`config.mk`:
```
export PLATFORM = sky130hd
export DESIGN_NAME = stream_mux_rr
export DESIGN_NICKNAME = d
export VERILOG_FILES = /design/src/rtl/stream_mux_rr.sv
export SDC_FILE = /design/constraint.sdc
export NUM_CORES = 1
export LEC_CHECK = 0
export CAP_MARGIN = 5
export CORE_ASPECT_RATIO = 0.75
export CORE_UTILIZATION = 39
export CTS_CLUSTER_SIZE = 12
export DETAILED_ROUTE_END_ITERATION = 7
export GPL_ROUTABILITY_DRIVEN = 0
export HOLD_SLACK_MARGIN = 0.03
export PLACE_DENSITY = 0.95
export RECOVER_POWER = 100
export SETUP_SLACK_MARGIN = 0.2
export SLEW_MARGIN = 20
export SYNTH_ARGS = -nofsm -noshare
export SYNTH_HDL_FRONTEND = slang
export SYNTH_SLANG_ARGS = --single-unit
```
`constraint.sdc`:
```
create_clock -name clk -period 4.25 [get_ports clk]
set_input_delay 0.85 -clock clk [delete_from_list [all_inputs] [get_ports clk]]
set_output_delay 0.85 -clock clk [all_outputs]
set_load 0.005 [all_outputs]
```
`src/rtl/stream_mux_rr.sv`:
```
// N:1 valid/ready stream multiplexer with a registered output stage.
// Channel choice is either a fixed selector or round-robin starting after the last served channel.
module stream_mux_rr #(
    parameter int WIDTH    = 16,
    parameter int CHANNELS = 4,
    localparam int SEL_W   = (CHANNELS > 1) ? $clog2(CHANNELS) : 1
) (
    input  logic                      clk,
    input  logic                      rst_n,
    input  logic [CHANNELS*WIDTH-1:0] in_data,
    input  logic [CHANNELS-1:0]       in_valid,
    output logic [CHANNELS-1:0]       in_ready,
    input  logic                      mode,
    input  logic [SEL_W-1:0]          selector,
    output logic [WIDTH-1:0]          out_data,
    output logic [SEL_W-1:0]          out_channel,
    output logic                      out_valid,
    input  logic                      out_ready
);

    logic [SEL_W-1:0] last;
    logic [SEL_W-1:0] grant_idx;
    logic             grant_valid;
    logic             can_accept;
    logic             accept;
    logic [WIDTH-1:0] sel_data;
    int unsigned      idx;

    assign can_accept = !out_valid || out_ready;
    assign accept     = grant_valid && can_accept;

    // Round-robin search visits last+1 .. last (wrapping), so the most recently
    // served channel has the lowest priority.
    always_comb begin
        grant_valid = 1'b0;
        grant_idx   = '0;
        idx         = 0;
        if (!mode) begin
            if (32'(selector) < CHANNELS) begin
                grant_valid = in_valid[selector];
                grant_idx   = selector;
            end
        end else begin
            for (int unsigned k = 1; k <= CHANNELS; k++) begin
                idx = 32'(last) + k;
                if (idx >= CHANNELS) begin
                    idx = idx - CHANNELS;
                end
                if (!grant_valid && in_valid[idx[SEL_W-1:0]]) begin
                    grant_valid = 1'b1;
                    grant_idx   = idx[SEL_W-1:0];
                end
            end
        end
    end

    always_comb begin
        sel_data = '0;
        in_ready = '0;
        for (int unsigned i = 0; i < CHANNELS; i++) begin
            if (grant_idx == i[SEL_W-1:0]) begin
                sel_data    = in_data[i*WIDTH +: WIDTH];
                in_ready[i] = rst_n && accept;
            end
        end
    end

    always_ff @(posedge clk or negedge rst_n) begin
        if (!rst_n) begin
            out_valid   <= 1'b0;
            out_data    <= '0;
            out_channel <= '0;
            last        <= SEL_W'(CHANNELS - 1);
        end else if (accept) begin
            out_valid   <= 1'b1;
            out_data    <= sel_data;
            out_channel <= grant_idx;
            last        <= grant_idx;
        end else if (out_ready) begin
            out_valid   <= 1'b0;
        end
    end

endmodule

```
**Yosys cells after proc, flatten, opt, wreduce, memory -nomap -nowiden**

Index checks and enable logic that the tools add are counted.
W data, S select, Z words.

- Register bits after elaboration: 21
- Output and inout port bits: 23
- Word-level logic and storage cells: 77

- $add $sub $neg: 8
- $lt $le $gt $ge: 9
- Equality and inequality tests: 3
- Multiplexer cells: 41
- Reduce and logical (&&, ||, !) cells: 12

Operators with widths:

| kind | count |
|---|---|
| $mux W16 | 4 |
| $mux W2 | 13 |
| $mux W1 | 19 |
| $lt A2 B3 Y1 const B | 5 |
| $bmux W1 S2 | 5 |
| $ge A3 B3 Y1 const B | 3 |
| $sub A2 B1 Y2 const B | 4 |
| $add A2 B2 Y3 const B | 2 |
| $logic_and A1 B1 Y1 | 5 |
| $add A2 B3 Y4 const B | 1 |
| $eq A2 B2 Y1 const B | 2 |
| $ge A4 B3 Y1 const B | 1 |
| $logic_not A1 Y1 | 4 |
| $add A2 B1 Y3 const B | 1 |
| $eq A2 B1 Y1 const B | 1 |
| $logic_not A2 Y1 | 1 |
| $reduce_bool A2 Y1 | 1 |
| $logic_or A1 B1 Y1 | 1 |

**Longest topological paths before layout**

- Depth after elaboration: 25
- Mapped depth: 9

**Worst setup path before layout**

OpenSTA, ideal clock, no wires.

- Kind: input to output
- Start: input port selector[1]
- End: output port in_ready[3]
- Data arrival time: 1,759 ps
- Required time: 3,400 ps
- Setup slack: 1,641 ps
- Cell stages on the path: 5
- Cells stage by stage: mux4_2 > mux2i_4 > nor2_2 > nand3_1 > nor2b_1

- Cells in the longest elaborated chain, start to end: 6
- Elaborated cells on any way between the ends: 8

Ends and longest elaborated chain:

| item | RTL line | RTL |
|---|---|---|
| from (decl) | 14 | `input logic [SEL_W-1:0] selector,` |
| $bmux W1 S2 | 40 | `grant_valid = in_valid[selector];` |
| $mux W1 (not written as such) | 40 |  |
| $mux W1 | 38 | `if (!mode) begin` |
| $logic_and A1 B1 Y1 | 30 | `assign accept = grant_valid && can_accept;` |
| $logic_and A1 B1 Y1 | 63 | `in_ready[i] = rst_n && accept;` |
| $mux W1 (*) | 61 | `if (grant_idx == i[SEL_W-1:0]) begin` |
| to (decl) | 12 | `output logic [CHANNELS-1:0] in_ready,` |

Mark *: on every way between the ends. The rest lies on a longest branch, timed or not. The select of a mux whose other input is x is not followed.

**Worst setup path in the final report**

- Start: input port in_valid[1]
- End: output port in_ready[1]

- Cells in the longest elaborated chain, start to end: 19
- Elaborated cells on any way between the ends: 33

Ends and longest elaborated chain:

| item | RTL line | RTL |
|---|---|---|
| from (decl) | 11 | `input logic [CHANNELS-1:0] in_valid,` |
| $bmux W1 S2 | 49 | `if (!grant_valid && in_valid[idx[SEL_W-1:0]]) begin` |
| $mux W1 (not written as such) | 49 |  |
| $mux W1 | 49 |  |
| $mux W1 | 38 |  |
| $logic_not A1 Y1 | 49 |  |
| $logic_and A1 B1 Y1 | 49 |  |
| $mux W1 | 49 |  |
| $mux W1 | 38 |  |
| [3 not listed] | -- |  |
| $mux W1 | 38 |  |
| $logic_not A1 Y1 | 49 |  |
| $logic_and A1 B1 Y1 | 49 |  |
| $mux W1 | 49 |  |
| $mux W1 | 38 |  |
| $logic_and A1 B1 Y1 | 30 |  |
| $logic_and A1 B1 Y1 | 63 |  |
| $mux W1 (*) | 61 |  |

Marked as above.

==> impl_metrics.yaml <==
global_route:
  grt_max_degree: 22
  grt_pass1_wl_um: 6023
  grt_pass1_vias: 1307
  gr-total-overflow: 0
  antenna_found_initial: 0
  grt_usage: 0.2051
power_and_ir_drop:
  p_leak_uw: 0.001019
  switching_power_uw: 242.2
  power_frac_clock: 0.161
  pwr-share-comb: 0.465
  power_density_nw_per_um2: 319.9
  p_seq_frac: 0.374
  vdd_drop_max_mv: 0.2646
  internal_power_uw: 536.4
  sw_frac_of_total: 0.3111
sta:
  rsz0062_at_grt: "no"
  post-route-period-util: 0.9287
  tns_ps: 0
  finalHoldViolCount: 0
  timing.fmax_mhz: 253.4
  min_period_ps: 3947
  fin_skew_ps: 6.355
  report.final.slew_viol_count: 0
  finalSetupViolCount: 0
  worst_pin_slew_ps: 1110
  relSlewSlack: 0.2597
clock_network:
  clockBufferDepth: 2
  clock_latency_ps: 250
  cts_tree: "done"
  clock-sinks: 21
  cts-htree-levels: 1
  numCtsBuffers: 3
  cts_root_buf: "clkbuf_8"
  clk_pin_slew_worst_paths_ps: 70
  postCtsHoldBufs: 0
  cts_post_setup_buffers_inserted: 0
  ctsResizeCount: 0
placement:
  port_buffers: 96
  dp_hpwl_um: 3235
  dpl-instance-area_sq_um: 2397
cells_and_area:
  final_core_util: 0.7062
  multi_input_area_sq_um: 809.5
  area_growth_pct: 65.67
  final_cell_mix: "clkdlybuf4s50_1 (76), mux2i_1 (33), nand2_1 (21)"
  seq_area_sq_um: 528.0
  drive_gt1_frac: 0.07296
  nets: 308
  fillers: 281
  num_antenna_cells: 0
  final_common_cell: "clkdlybuf4s50_1"
  stdcell_area_sq_um: 2434
setup_path:
  start_kind: "input pin"
  cp-end-kind: "output pin"
  arrival_ps: 3100
  crit_type: "input pin to output pin"
  cp.required_ps: 3400
  reg2reg_depth: 7
  crit_path_max_fanout: 6
synthesis:
  ys.warnings.count: 0
  ys.flop_type: "dfrtp_1"
  async_reset_ff_frac: 1.000
  ys_ff_latch: 21
  syn_area_sq_um: 1469
  syn_inst: 140
  syn_nets: 214
  yosysUniqueCellTypes: 32
  yosysSeqAreaShare: 0.3595
  synth_edf_count: 0
  synth.avg_cell_area_sq_um: 10.49
drt:
  vias_per_cell: 5.180
  wirelength_um: 4122
  firstDrtPassIters: 4
  drtAntennaViolNets: 0
  num_vias: 1466
  wl_per_cell_um: 14.57
  drt_iter0_markers: 54
  post-route-drc-count: 0
floorplanning:
  start_util: 0.4263
  die_y_um: 55.15
  die_area_sq_um: 4019
  rows: 18
  die_w_um: 72.87
  io_pins: 97
  coreArea_sq_um: 3446
worst_hold_path:
  hold_class: "flop to flop"
  worstHoldPathCells: 2
status:
  outcome: "finished clean"
job:
  cap_violations: 0
-- registers in the layout, indices dropped and copies added, names as in the netlist --
| register | cells |
|---|---|
| out_channel | 2 |
| out_data | 16 |
| last | 2 |
| out_valid | 1 |
-- logic make-up (layout without fill, tap and decap cells) --
kind of cell	count (synthesis)	count (layout)	share of synthesized area
AND/OR/NAND/NOR	46	46	0.1457
multiplexers	35	35	0.2555
AO/OA/AOI/OAI	25	25	0.1448
flip-flops	21	21	0.3595
buffers and inverters	12	105	0.08858
XOR/XNOR	1	1	0.005964
-- power by group through the flow --
stage,registers [uW],logic (uW),clock network [uW]
6_report,291,362,125
5_1_grt,299,392,140
4_1_cts,293,386,131
3_5_place_dp,297,384,0
3_3_place_gp,294,377,0
2_1_floorplan,294,201,0
-- metal layers --
| metal | GRT usage | part of all wire | vias up |
|---|---|---|---|
| li1 | - | - | 707 |
| met1 | 0.2326 | 0.39 | 684 |
| met2 | 0.3785 | 0.49 | 71 |
| met3 | 0.07609 | 0.11 | 4 |
| met4 | 0.04248 | 0.0087 | 0 |
| met5 | 0 | 0 | - |
-- final cells by class --
type | count | share of cell area
clock inverters | 1 | 0.002057
flip-flops and latches | 21 | 0.2170
inverters | 2 | 0.003085
clock buffers | 3 | 0.01697
repair buffers | 99 | 0.4026
well taps | 50 | 0.02571
multi-input cells | 107 | 0.3326
-- synthesized netlist by cell type, types with 2 or more instances --
cell	n	area (sq um)
dfrtp_1	19	475.5
nand2b_1	3	18.77
nor2_1	9	33.78
nor2b_1	3	18.77
nand3_1	3	15.01
buf_12	2	40.04
a21oi_1	2	10.01
o221ai_1	16	140.1
buf_4	3	22.52
nand2_1	21	78.83
dfstp_2	2	52.55
nand2_2	2	12.51
mux2i_1	33	330.3
buf_6	4	45.04
-- worst max-delay path: stages --
cell             delay, ps
clkdlybuf4s50_1        490
nor4_1                 670
inv_1                  160
mux2i_4                200
nor2_2                 100
nand3_1                120
nor2_1                  50
clkdlybuf4s50_1        440
-- stage by stage --
step / total power (uW) / setup WS, ps / cells / hold WS [ps]
after floorplan: 495.0 / 1641 / 140 / 467.0
after global placement: 671.0 / 594.0 / 279 / 460.0
after detailed placement: 681.5 / 508.1 / 279 / 462.9
after CTS: 810.5 / 505.2 / 283 / 480.7
after global routing: 831.1 / 213.1 / 283 / 503.5
final: 778.6 / 302.9 / 283 / 471.2
-- worst paths after layout --
| path | start | slack (ps) | to |
|---|---|---|---|
| max reg2reg | last[0] | 2260 | out_data[10] |
| min reg2reg | out_channel[0] | 470 | out_channel[0] |
| max in group asynchronous | rst_n | 2190 | out_data[8] |
| min in group asynchronous | rst_n | 1400 | out_data[6] |
| max | in_valid[1] | 300 | in_ready[1] |
| min | out_channel[0] | 470 | out_channel[0] |
Power figures use the tool's default switching activity.
